--- config.mk ---
export PLATFORM = sky130hd
export DESIGN_NAME = count4bcd_chain
export DESIGN_NICKNAME = d
export VERILOG_FILES = /design/src/rtl/count4bcd_chain.sv
export SDC_FILE = /design/constraint.sdc
export NUM_CORES = 1
export LEC_CHECK = 0
export BUFFER_PORTS_ARGS = -buffer_cell sky130_fd_sc_hd__buf_2
export CAP_MARGIN = 20
export CORE_MARGIN = 2
export CORE_UTILIZATION = 45
export CTS_CLUSTER_DIAMETER = 150
export CTS_CLUSTER_SIZE = 14
export DETAILED_ROUTE_END_ITERATION = 6
export GPL_ROUTABILITY_DRIVEN = 0
export GPL_TIMING_DRIVEN = 0
export PLACE_DENSITY = 0.84
export SETUP_SLACK_MARGIN = 0.3
export SYNTH_ARGS = -nofsm -noshare
export SYNTH_HDL_FRONTEND = slang
export SYNTH_SLANG_ARGS = --single-unit
--- constraint.sdc ---
create_clock -name clk -period 1.58 [get_ports clk]
set_input_delay 0.316 -clock clk [delete_from_list [all_inputs] [get_ports clk]]
set_output_delay 0.316 -clock clk [all_outputs]
set_load 0.02 [all_outputs]
--- src/rtl/count4bcd_chain.sv ---
// rtl/count4bcd_chain.sv - registered multi-digit BCD up-counter with load, sticky overflow and load-error pulse
// Each digit has its own combinational next-state stage; the carry chain resolves within one cycle.

module count4bcd_digit (
  input  logic       i_ena,
  input  logic       i_clr,
  input  logic [3:0] i_q,
  output logic [3:0] o_next_q,
  output logic       o_c_o
);

  logic w_at_nine;

  // Codes above 9 are unreachable, but wrapping them to 0 keeps the stage self-correcting.
  assign w_at_nine = (i_q >= 4'd9);

  always_comb begin
    o_next_q = i_q;
    if (i_clr) begin
      o_next_q = 4'd0;
    end else if (i_ena) begin
      o_next_q = w_at_nine ? 4'd0 : i_q + 4'd1;
    end
  end

  assign o_c_o = i_ena & (i_q == 4'd9);

endmodule

module count4bcd_chain #(
  parameter int DIGITS = 4
) (
  input  logic                clk,
  input  logic                reset,
  input  logic                ena,
  input  logic                clr,
  input  logic                load,
  input  logic [4*DIGITS-1:0] load_val,
  output logic [4*DIGITS-1:0] q,
  output logic                c_o,
  output logic                ovf,
  output logic                load_err
);

  localparam int W = 4 * DIGITS;

  logic [W-1:0]      r_q;
  logic              r_ovf;
  logic              r_load_err;

  logic [DIGITS:0]   w_carry;
  logic [W-1:0]      w_next_q;
  logic [W-1:0]      w_load_q;
  logic [DIGITS-1:0] w_digit_bad;
  logic              w_wrap;

  assign w_carry[0] = ena;

  generate
    for (genvar g = 0; g < DIGITS; g++) begin : g_digit
      count4bcd_digit u_digit (
        .i_ena    (w_carry[g]),
        .i_clr    (clr),
        .i_q      (r_q[4*g +: 4]),
        .o_next_q (w_next_q[4*g +: 4]),
        .o_c_o    (w_carry[g+1])
      );

      // Invalid load digits are replaced by 0 so q never holds a non-BCD code.
      assign w_digit_bad[g]      = (load_val[4*g +: 4] > 4'd9);
      assign w_load_q[4*g +: 4]  = w_digit_bad[g] ? 4'd0 : load_val[4*g +: 4];
    end
  endgenerate

  // Carry out of the top digit means every digit is 9 with ena high: this edge wraps.
  assign w_wrap = w_carry[DIGITS];

  always_ff @(posedge clk or posedge reset) begin
    if (reset) begin
      r_q        <= '0;
      r_ovf      <= 1'b0;
      r_load_err <= 1'b0;
    end else if (clr) begin
      r_q        <= '0;
      r_ovf      <= 1'b0;
      r_load_err <= 1'b0;
    end else if (load) begin
      r_q        <= w_load_q;
      r_load_err <= |w_digit_bad;
    end else begin
      r_q        <= w_next_q;
      r_load_err <= 1'b0;
      if (w_wrap) begin
        r_ovf <= 1'b1;
      end
    end
  end

  assign q        = r_q;
  assign c_o      = w_wrap;
  assign ovf      = r_ovf;
  assign load_err = r_load_err;

endmodule

Yosys cells after proc, flatten, opt, wreduce, memory -nomap -nowiden --
Cells that the tools add are included.
Storage, ports and cells: input port bits 21, register bits 18, output and inout bits 19, word-level logic and storage cells 53
Cells by class: order comparisons 8, bitwise gates (word level) 4, add/subtract/negate cells 4, eq/ne operators 5, reduce and logical (&&, ||, !) cells 7, mux-type cells 19
Operators by type and width (number):
- 4-bit 2-to-1 mux | 12
- 16-bit 2-to-1 mux | 2
- 4-bit by 1-bit adder with 4-bit output, second input constant | 4
- 4-bit == test, second input constant | 4
- 4-bit greater-or-equal comparator, second input constant | 4
- 4-bit greater-than comparator, second input constant | 4
- 3-bit nonzero test | 4
- 1-bit 2-to-1 mux | 5
- 1-bit bitwise AND | 4
- 4-bit OR reduction | 1
- 2-bit != test, second input constant | 1
- 2-bit AND reduction | 1
- 2-bit nonzero test | 1

Logic depth before layout (Yosys ltp) --
depth after elaboration 8, mapped depth 7, gate-level depth less buffers 6

Modules after synthesis --
A second synthesis with hierarchy kept.
Second synthesis, totals: cells, all modules 152, area total of the unflattened synthesis 1360.1 um2
By module, submodules not included:
- count4bcd_chain | instances 1, cells each 76, area each 814.5 um2, seq. area each 450.4 um2
- count4bcd_digit | instances 4, cells each 19, area each 136.4 um2, seq. area each 0.0 um2

Worst setup path after synthesis --
No wires, ideal clock.
path type register to register, start register r_q[1] (netlist: q[1]), end register r_ovf (netlist: ovf), cell stages (with the launch flop) 8, arrival time 2.060 ns, path slack -0.554 ns, buffers on the path 1, setup time 0.074 ns, required time 1.506 ns, period minus slack after synthesis 2.134 ns, cell sequence dfrtp_1 inv_1 ha_1 nand4b_1 buf_2 nor4_1 a21oi_1 nor2_1
On the way: word-level cells in the longest chain between the ends 7
Ends and longest elaborated chain:
- start: declaration | line 47 | logic [W-1:0] r_q;
- start signal: assignment | line 88 | r_q <= w_load_q;
- start signal: assignment | line 91 | r_q <= w_next_q;
- 4-bit == test | line 26 | assign o_c_o = i_ena & (i_q == 4'd9);
- 1-bit bitwise AND (4 in a row) | line 26
- via c_o | line 40 | output logic c_o,
- 2-bit nonzero test (no source line)
- 2-bit AND reduction (no source line)
- end signal: assignment | line 81 | r_ovf <= 1'b0;
- end signal: assignment | line 85 | r_ovf <= 1'b0;
- end signal: assignment | line 94 | r_ovf <= 1'b1;
- end: declaration | line 48 | logic r_ovf;
The timed path passes the listed nets, and every way through them passes these cells. A chain may end at the register's enable or synchronous reset.

Final worst setup path --
start register r_q[1] (netlist: q[1]), end output c_o
On the way: word-level cells in the longest chain between the ends 5
Ends and longest elaborated chain (line):
- 4-bit == test | 26
- 1-bit bitwise AND (4 in a row) | 26
- end: declaration | 40
Every way passes these cells.

==> metrics <==
outcome=finished with violations; failing checks=negative setup slack; fin nets=263; Post-Syn Instances=150; switching part of the total power=36.5%; DPL Wire Length=2600 µm; data arrival time of the worst path=1.71 ns; FP Rows=19; number of nets with antenna violations after detailed routing=0; via count of the routed design=1621; post-route core utilization=84.4%; startpoint types=flop; total power after layout=1.36 mW; final hold violation count=0; power density relative to cell area=585 mW/mm²; combined area of all synthesized cells=0.00131 mm²; count of unique library cells instantiated by Yosys=42; most frequent standard cell in the layout excluding fill and tap cells=buf_2; post-synthesis async set-or-reset flop share=100%; top cell type's share of synthesized area=34.3%; P&R area growth vs syn=77.2%; die footprint=0.00337 mm²; largest area contributor in the netlist=dfrtp_1; maximum clock frequency=495 MHz; number of fill cells=135; most frequently used flop master after synthesis=dfrtp_1; clock-pin slew on the worst setup and hold paths=0.12 ns; Ports=40; Root Buffer Master=clkbuf_4; pins over their slew limit=0; clock insertion delay at the later pin of the skew report=0.31 ns; worst setup skew after layout=0.00714 ns; launching element of the worst setup path=q[1]; data required time of the worst path=1.26 ns; global-route usage over all layers=25.1%; relative contribution of the clock network to total power=18.3%; Max H-tree Level=1; number of max-cap violations=0; overall die width=58.0 µm; global-route wire length before repair=6440 µm; CTS sink cnt=18; CORE AREA=0.00276 mm²; CTS tree=built; worst-case vdd ir drop=0.612 mV; Setup violations, final=17; sequential share of the synthesized area=34.3%; Synth Net Count=183; ranking of synthesized cells by area=dfrtp_1 34%, ha_1 11%, a21oi_1 6.9%; worst hold-check path type=in2async; GRT Max-Usage Layer=met2; post-route DRC violation count=0; transition time at the pin with the least slew margin=0.728 ns; final period utilization=128%; first-pass iteration count of the detailed router=4; met2 Use GR=44.8%; average wire per cell in the routed design=19.7 µm; fraction of final layout cells with drive strength greater than 1=64.5%; number of DRC markers in iteration 0=106; count of input and output buffers=38; maximum fanout along the worst path=2; fraction of power consumed by combinational cells=42.0%; Mean Syn Cell Area=8.76 µm²; number of enable-type register cells in the synthesized netlist=0; commonest cells after routing, fill and taps aside=28 x buf_2, 27 x buf_6, 20 x buf_4, 14 x dfrtp_2, 12 x inv_1; maximum clock insertion buffer count=2; number of global-route vias before repair=1453; start-to-end type of the worst setup path=reg2out; Switching Power=0.498 mW; largest net degree at the start of global routing=19; part of the power in registers=39.7%; number of synthesized register bits=18; Worst Slack Setup Final=-0.442 ns; post-layout minimum cycle time=2.02 ns; total CTS buffers=3; number of vias per cell after detailed routing=6.26; met1 usage=32.3%; Synth warnings=0; floorplan die height=58.0 µm; static leakage=1.05 nW; Power Internal=0.865 mW; antenna violations before repair=0; DP Worst Slack=-0.194 ns; RSZ-0062 raised after global routing=yes; Worst Setup End Kind=output port; worst relative slew slack=51.4%; Total Routed Length=5110 µm; met3 Track Usage GR=3.13%; initial core utilization=47.6%; GR Overflow Total=0; R2R Path Start=q[1]; worst slack on hold paths=0.109 ns; antenna diode count=0
layout make-up:
class,instances,area [µm²],area share (%)
multi-input combinational,108,1070,45.8
timing repair buffer,75,621,26.7
sequential,18,468,20.1
inverter,19,81.3,3.49
tap,31,38.8,1.67
buffer,5,31.3,1.34
clock buffer,3,22.5,0.967
sequential cells by signal, summed over array words and instances (netlist names):
name / flops
load_err: 1
ovf: 1
q: 16
repair_timing:
| action | in CTS | in global routing |
|---|---|---|
| gates resized for setup | 43 | 54 |
| hold buffers | 0 | 0 |
| endpoints found under the hold margin | 0 | 0 |
| setup buffers | 17 | 20 |
| setup endpoints to repair | 20 | 32 |
| pin swaps | 11 | 15 |
final timing paths:
path / endpoint / slack (ns) / cells after the start
worst min-delay path: q[15] / 0.11 / 2
worst min register to register: ovf / 0.55 / 2
max in group asynchronous: q[5] / 0.96 / 2
worst max register to register: q[8] / -0.39 / 10
min in group clk: q[8] / 0.25 / 3
worst max-delay path: c_o / -0.44 / 6
worst max-delay path, cell delays in order, from the launching register on:
cell and delay [ns]:
dfrtp_2 0.43, inv_2 0.09, ha_4 0.14, nand4b_1 0.15, buf_6 0.17, nor4_4 0.21
buf_4 0.21
per-stage QoR:
stage | cells | area [µm²] | setup TNS (ns)
floorplan | 150 | 1410 | -0.436
CTS | 239 | 1970 | -1.50
detailed placement | 219 | 1640 | -1.12
finish | 259 | 2330 | -4.87
global placement | 219 | 1640 | -0.716
global route | 259 | 2330 | -5.71
cells in the mapped netlist (all sizes together) (2+ instances only):
library cell / number
a211oi: 2
a21oi: 18
a221oi: 4
a22oi: 2
a31oi: 3
a32oi: 2
a41oi: 2
buf: 3
clkbuf: 2
dfrtp: 18
ha: 12
inv: 19
nand2: 5
nand2b: 3
nand3: 3
nand3b: 4
nor2: 12
nor3: 6
o21a: 2
o21ai: 6
o22ai: 2
or2: 2
or3b: 3
power groups by stage:
stage | clock [mW] | combinational (mW) | sequential (mW)
after floorplan | 0 | 0.180 | 0.579
after global placement | 0 | 0.308 | 0.546
after detailed placement | 0 | 0.321 | 0.549
after CTS | 0.234 | 0.431 | 0.536
after global routing | 0.266 | 0.604 | 0.545
final | 0.249 | 0.573 | 0.541
metal layers:
metal	part of all wire (%)	vias to the layer above
li1	-	705
met1	40	793
met2	50	102
met3	6.8	21
met4	3.5	0
met5	0	-
kinds of logic (layout without fill, tap and decap cells):
| logic type | after synthesis | in the layout | synth area share, % |
|---|---|---|---|
| compound gates | 52 | 52 | 27.3 |
| xor+xnor | 1 | 1 | 0.667 |
| fa+ha+maj | 12 | 12 | 11.4 |
| buf+inv | 24 | 102 | 7.33 |
| flops | 18 | 18 | 34.3 |
| mux | 1 | 1 | 0.762 |
| simple gates | 42 | 42 | 18.2 |
Note: power is estimated with default switching activity, not from simulation.
